**src/rtl/dctlb_pfq.sv**
```systemverilog
// dctlb_pfq: prefetch request queue feeding the dctlb prefetch port.
// Buffers line-granular prefetches and presents the head only when the core
// load port is idle. Drops L2-only requests, overwrites the oldest entry when
// full, and ages out a stale head. Every drop bumps a saturating counter.
// Request packing (pfe_req / pfetol1tlb_req): {laddr[LADDR_W-1:0], l2}.
// Optional feature: define DCTLB_PFQ_DEDUP_EN to drop accepts whose line
// address matches any valid queued entry.
module dctlb_pfq #(
    parameter int DEPTH    = 4,
    parameter int LINE_LSB = 6,
    parameter int MAX_AGE  = 63,
    parameter int CNT_W    = 16,
    parameter int LADDR_W  = 48
) (
    input  logic                         clk,
    input  logic                         reset,
    input  logic                         pfe_req_valid,
    output logic                         pfe_req_retry,
    input  logic [LADDR_W:0]             pfe_req,
    input  logic                         coretodctlb_ld_valid,
    input  logic                         flush,
    output logic                         pfetol1tlb_req_valid,
    input  logic                         pfetol1tlb_req_retry,
    output logic [LADDR_W:0]             pfetol1tlb_req,
    output logic [$clog2(DEPTH+1)-1:0]   pfq_occupancy,
    output logic [CNT_W-1:0]             pfq_drop_cnt
);

    localparam int PTR_W = $clog2(DEPTH);
    localparam int OCC_W = $clog2(DEPTH+1);
    localparam int AGE_W = (MAX_AGE < 1) ? 1 : $clog2(MAX_AGE + 1);
    localparam logic [AGE_W-1:0] AGE_LIM  = AGE_W'(MAX_AGE);
    localparam logic [OCC_W-1:0] OCC_FULL = OCC_W'(DEPTH);

    logic [LADDR_W-1:0] r_laddr [DEPTH];
    logic [AGE_W-1:0]   r_age   [DEPTH];
    logic [DEPTH-1:0]   r_vld;
    logic [PTR_W-1:0]   r_head;
    logic [PTR_W-1:0]   r_tail;
    logic [OCC_W-1:0]   r_occ;
    logic [CNT_W-1:0]   r_cnt;

    logic               w_head_vld;
    logic [LADDR_W-1:0] w_in_laddr;
    logic               w_in_l2;
    logic               w_pop;
    logic               w_expire;
    logic               w_acc;
    logic               w_dup;
    logic               w_enq;
    logic               w_full;
    logic               w_ovw;
    logic               w_adv;
    logic [1:0]         w_drops;
    logic [CNT_W:0]     w_cnt_sum;
    logic [CNT_W-1:0]   w_cnt_next;

    assign w_head_vld = r_vld[r_head];
    assign w_in_laddr = pfe_req[LADDR_W:1];
    assign w_in_l2    = pfe_req[0];

    assign pfe_req_retry        = 1'b0;
    assign pfetol1tlb_req_valid = w_head_vld && !coretodctlb_ld_valid && !flush;
    // Queued entries never carry l2=1, so the l2 field is always zero.
    assign pfetol1tlb_req       = {r_laddr[r_head], 1'b0};
    assign pfq_occupancy        = r_occ;
    assign pfq_drop_cnt         = r_cnt;

    assign w_pop    = pfetol1tlb_req_valid && !pfetol1tlb_req_retry;
    assign w_expire = (MAX_AGE != 0) && w_head_vld && (r_age[r_head] == AGE_LIM)
                      && !w_pop && !flush;
    assign w_acc    = pfe_req_valid && !flush;

`ifdef DCTLB_PFQ_DEDUP_EN
    // Line-address match against every valid entry, including a head popped this cycle.
    always_comb begin
        w_dup = 1'b0;
        for (int unsigned i = 0; i < DEPTH; i++) begin
            if (r_vld[PTR_W'(i)] &&
                (r_laddr[i][LADDR_W-1:LINE_LSB] == w_in_laddr[LADDR_W-1:LINE_LSB]))
                w_dup = 1'b1;
        end
    end
`else
    assign w_dup = 1'b0;
`endif

    assign w_enq  = w_acc && !w_in_l2 && !w_dup;
    assign w_full = (r_occ == OCC_FULL);
    // An expiring head frees a slot just like a pop, so no overwrite is needed then.
    assign w_ovw  = w_enq && w_full && !w_pop && !w_expire;
    assign w_adv  = w_pop || w_expire || w_ovw;

    // Filter drops and overwrites are mutually exclusive; expiry can add one more.
    assign w_drops    = {1'b0, w_expire} + {1'b0, (w_acc && (w_in_l2 || w_dup)) || w_ovw};
    assign w_cnt_sum  = {1'b0, r_cnt} + (CNT_W+1)'(w_drops);
    assign w_cnt_next = w_cnt_sum[CNT_W] ? '1 : w_cnt_sum[CNT_W-1:0];

    // Queue control: pointers, valid bits and occupancy; flush behaves like reset.
    always_ff @(posedge clk) begin
        if (reset || flush) begin
            r_vld  <= '0;
            r_head <= '0;
            r_tail <= '0;
            r_occ  <= '0;
        end else begin
            // Clear the leaving head first so a same-slot write (full queue) wins.
            if (w_adv) begin
                r_vld[r_head] <= 1'b0;
                r_head        <= r_head + 1'b1;
            end
            if (w_enq) begin
                r_vld[r_tail] <= 1'b1;
                r_tail        <= r_tail + 1'b1;
            end
            if (w_enq && !w_adv)
                r_occ <= r_occ + 1'b1;
            else if (!w_enq && w_adv)
                r_occ <= r_occ - 1'b1;
        end
    end

    // Entry payload and saturating per-entry age; age restarts on write.
    always_ff @(posedge clk) begin
        for (int unsigned i = 0; i < DEPTH; i++) begin
            if (r_vld[PTR_W'(i)] && (r_age[i] != '1))
                r_age[i] <= r_age[i] + 1'b1;
        end
        if (w_enq) begin
            r_laddr[r_tail] <= w_in_laddr;
            r_age[r_tail]   <= '0;
        end
    end

    // Saturating drop counter; only reset clears it.
    always_ff @(posedge clk) begin
        if (reset)
            r_cnt <= '0;
        else
            r_cnt <= w_cnt_next;
    end

endmodule

```
**config.mk**
```make
export PLATFORM = sky130hd
export DESIGN_NAME = dctlb_pfq
export DESIGN_NICKNAME = d
export VERILOG_FILES = /design/src/rtl/dctlb_pfq.sv
export SDC_FILE = /design/constraint.sdc
export NUM_CORES = 1
export LEC_CHECK = 0
export BUFFER_PORTS_ARGS = -buffer_cell sky130_fd_sc_hd__buf_2
export CORE_MARGIN = 1
export CORE_UTILIZATION = 60
export CTS_CLUSTER_SIZE = 30
export DETAILED_ROUTE_END_ITERATION = 8
export PLACE_DENSITY_LB_ADDON = 0.05
export REMOVE_ABC_BUFFERS = 1
export SYNTH_ARGS = -nofsm -noshare
export SYNTH_HDL_FRONTEND = slang
export SYNTH_SLANG_ARGS = --single-unit
```
**constraint.sdc**
```tcl
create_clock -name clk -period 4.4 [get_ports clk]
set_input_delay 0.44 -clock clk [delete_from_list [all_inputs] [get_ports clk]]
set_output_delay 0.44 -clock clk [all_outputs]
set_load 0.005 [all_outputs]
```
==> impl_metrics.ini <==
[yosys]
synth_cell_types = 42
ys_warn_count = 0
yosys.area_share.simple_pct = 6.193
avgSynthCellArea_um2 = 17.52
synthMuxAreaShare_pct = 12.49
synth-edff-count = 192
synth_top_family_by_area = multiplexers
synth-seq-cells = 245
yosysSeqAreaShare_pct = 71.89
synth_compound_area_share_pct = 2.346
netlist_area_um2 = 9495
synth-xor-area-share_pct = 3.136
synthArstFlopShare_pct = 0
synthCells = 542
synthAdderAreaFrac_pct = 2.266
synth_ff_type = edfxtp_1

[placed_design]
port_buffers = 122
dp.cells = 865
dpl.hpwl_um = 10460
routabilityCongestion = 0.7400

[routing]
drtAntennaViolNets = 0
drtIter0Drc = 276
vias = 5014
wl_um = 16580
drc_errors = 0
dr.pass1.iters = 4
viasPerCell = 5.534
wire_per_inst_um = 18.30

[global_route]
grt_pass1_vias = 5258
antenna_found_initial = 1
grtUsageMet2_pct = 36.70
grt_pass1_wl_um = 26210
grt_remaining_overflow = 0
top_usage_layer = met2
grt_max_degree = 56
track_usage_pct = 20.81
gr-usage-met3_pct = 3.339
grtUsageMet1_pct = 26.76

[pwr]
powerDensity_nw_per_um2 = 406.5
leakage_nw = 3.940
ir_drop_uv = 286.7

[clock_network]
clk_path_buf_depth = 3
clkTransAtPathRegs_ns = 0.07
cts_resized = 0
cts_buffers = 23
root_buffer = clkbuf_16
cts_sinks = 245
postCtsHoldBufs = 0
worstSkewPairLatency_ns = 0.49
cts_tree = done
h-tree-depth = 1
post-cts-setup-buffer-count = 0

[critical_path]
critPathRequiredTime_ns = 4.80
critPathKind = reg -> reg
crit_path_end_kind = register
start_kind = register
worstPathMaxFanout = 15
cp.arrival_ns = 3.65

[run_status]
outcome = completed

[final_layout]
syn_to_final_growth_pct = 15.97
utilization_pct = 71.90
fin_cells = 906
mostFrequentLayoutCell = edfxtp_1
drive_above_1_share_pct = 33.29
mostFrequentLayoutCells = edfxtp_1, buf_2, dfxtp_1
nets = 750

[sta]
tightestPinTransition_ns = 0.8913
relSlewSlack_pct = 40.58
finalHoldViolations = 0
skew_ns = 0.01139
fmax_mhz = 308.3
period_share_pct = 73.72
finalMaxSlewViolations = 0
rsz0062_at_grt = no
min_period_ns = 3.244
setup_violations = 0

[worst_hold_path]
hold_start = pfe_req[19]
hp-class = in -> reg

[die]
ioPinCount = 125
die_w_um = 127.8
chipHeight_um = 127.8
dieArea_um2 = 16330
rows = 45
start_util_pct = 62.00
fp.coreArea_um2 = 15310

[job]
maxCapViolations = 0
-- per-stage QoR --
| stage | power (mW) | setup slack (ns) | TNS, ns | hold slack, ns | cell area [um2] |
|---|---|---|---|---|---|
| 2_1_floorplan | 2.684 | -0.1632 | -2.321 | 0.4653 | 9408 |
| 3_3_place_gp | 2.752 | 1.258 | 0 | 0.4773 | 10350 |
| 3_5_place_dp | 2.764 | 1.122 | 0 | 0.4880 | 10350 |
| 4_1_cts | 4.509 | 1.113 | 0 | 0.1488 | 11010 |
| 5_1_grt | 4.624 | 0.6437 | 0 | 0.1492 | 11010 |
| 6_report | 4.477 | 1.156 | 0 | 0.1616 | 11010 |
-- worst max-delay path, cell delays in order (launching register included) --
cell and delay, ns:
dfxtp_4 0.52, inv_2 0.08, nor3_2 0.25, nor2_1 0.07, a2111oi_0 0.60, fa_1 0.34, ha_1 0.24, and3_1 0.32
nand3_1 0.44, a21oi_1 0.29
-- metal layers --
layer / wire (um) / vias to the layer above / share of wire [%]
met4: 278 / 0 / 1.7
met2: 8412 / 128 / 51
met3: 771 / 23 / 4.6
met5: 0 / - / 0
met1: 7117 / 2514 / 43
li1: - / 2349 / -
-- where the power goes --
group          internal, mW  switching [mW]
registers              2.53          0.0257
logic                0.0717          0.0853
clock network         0.982           0.783
-- worst paths after layout --
path,end,slack (ns),cells past startpoint
hold / removal,r_laddr[1][18],0.16,1
setup / recovery,pfq_drop_cnt[15],1.16,9
setup reg to reg,pfq_drop_cnt[15],1.16,9
hold reg to reg,r_age[2][1],0.50,2
-- synth_stat cells, types with 3 or more instances --
cell type | number | area, um2
edfxtp_1 | 192 | 5766
dfxtp_1 | 53 | 1061
mux4_2 | 49 | 1104
nor2_1 | 44 | 165.2
nand2_1 | 25 | 93.84
a21oi_1 | 18 | 90.09
xnor2_1 | 18 | 157.7
xor2_1 | 16 | 140.1
ha_1 | 14 | 175.2
nand3_1 | 13 | 65.06
inv_1 | 12 | 45.04
clkbuf_1 | 9 | 33.78
o21ai_0 | 7 | 35.03
buf_2 | 6 | 30.03
mux2i_1 | 6 | 60.06
nor3_1 | 6 | 30.03
a31oi_1 | 5 | 31.28
nor3_2 | 5 | 50.05
and3_1 | 4 | 25.02
clkinv_1 | 4 | 15.01
nand4_1 | 4 | 25.02
buf_4 | 3 | 22.52
nand3_2 | 3 | 30.03
or2_2 | 3 | 18.77
-- kinds of logic after synthesis --
family,Yosys count
AND/OR/NAND/NOR,116
AO/OA/AOI/OAI,37
adder cells (fa/ha/maj),16
XOR/XNOR,34
flip-flops,245
multiplexers,57
buffers and inverters,36
other,1
-- sequential cells by signal, summed over array words and instances, names as in the netlist, named ones only --
signal	cells
r_vld	4
r_age	24
r_tail	2
pfq_occupancy	3
r_laddr	192
r_head	2
pfq_drop_cnt	16
-- final cells by class --
| type | count | area, um2 |
|---|---|---|
| repair buffers | 130 | 670.6 |
| multi-input cells | 262 | 2517 |
| well taps | 211 | 264.0 |
| clock inverters | 8 | 42.54 |
| diodes | 1 | 2.502 |
| fillers | 1017 | 4303 |
| flip-flops and latches | 245 | 6832 |
| clock buffers | 32 | 619.3 |
| inverters | 17 | 63.81 |
(Power assumes the default switching activity.)
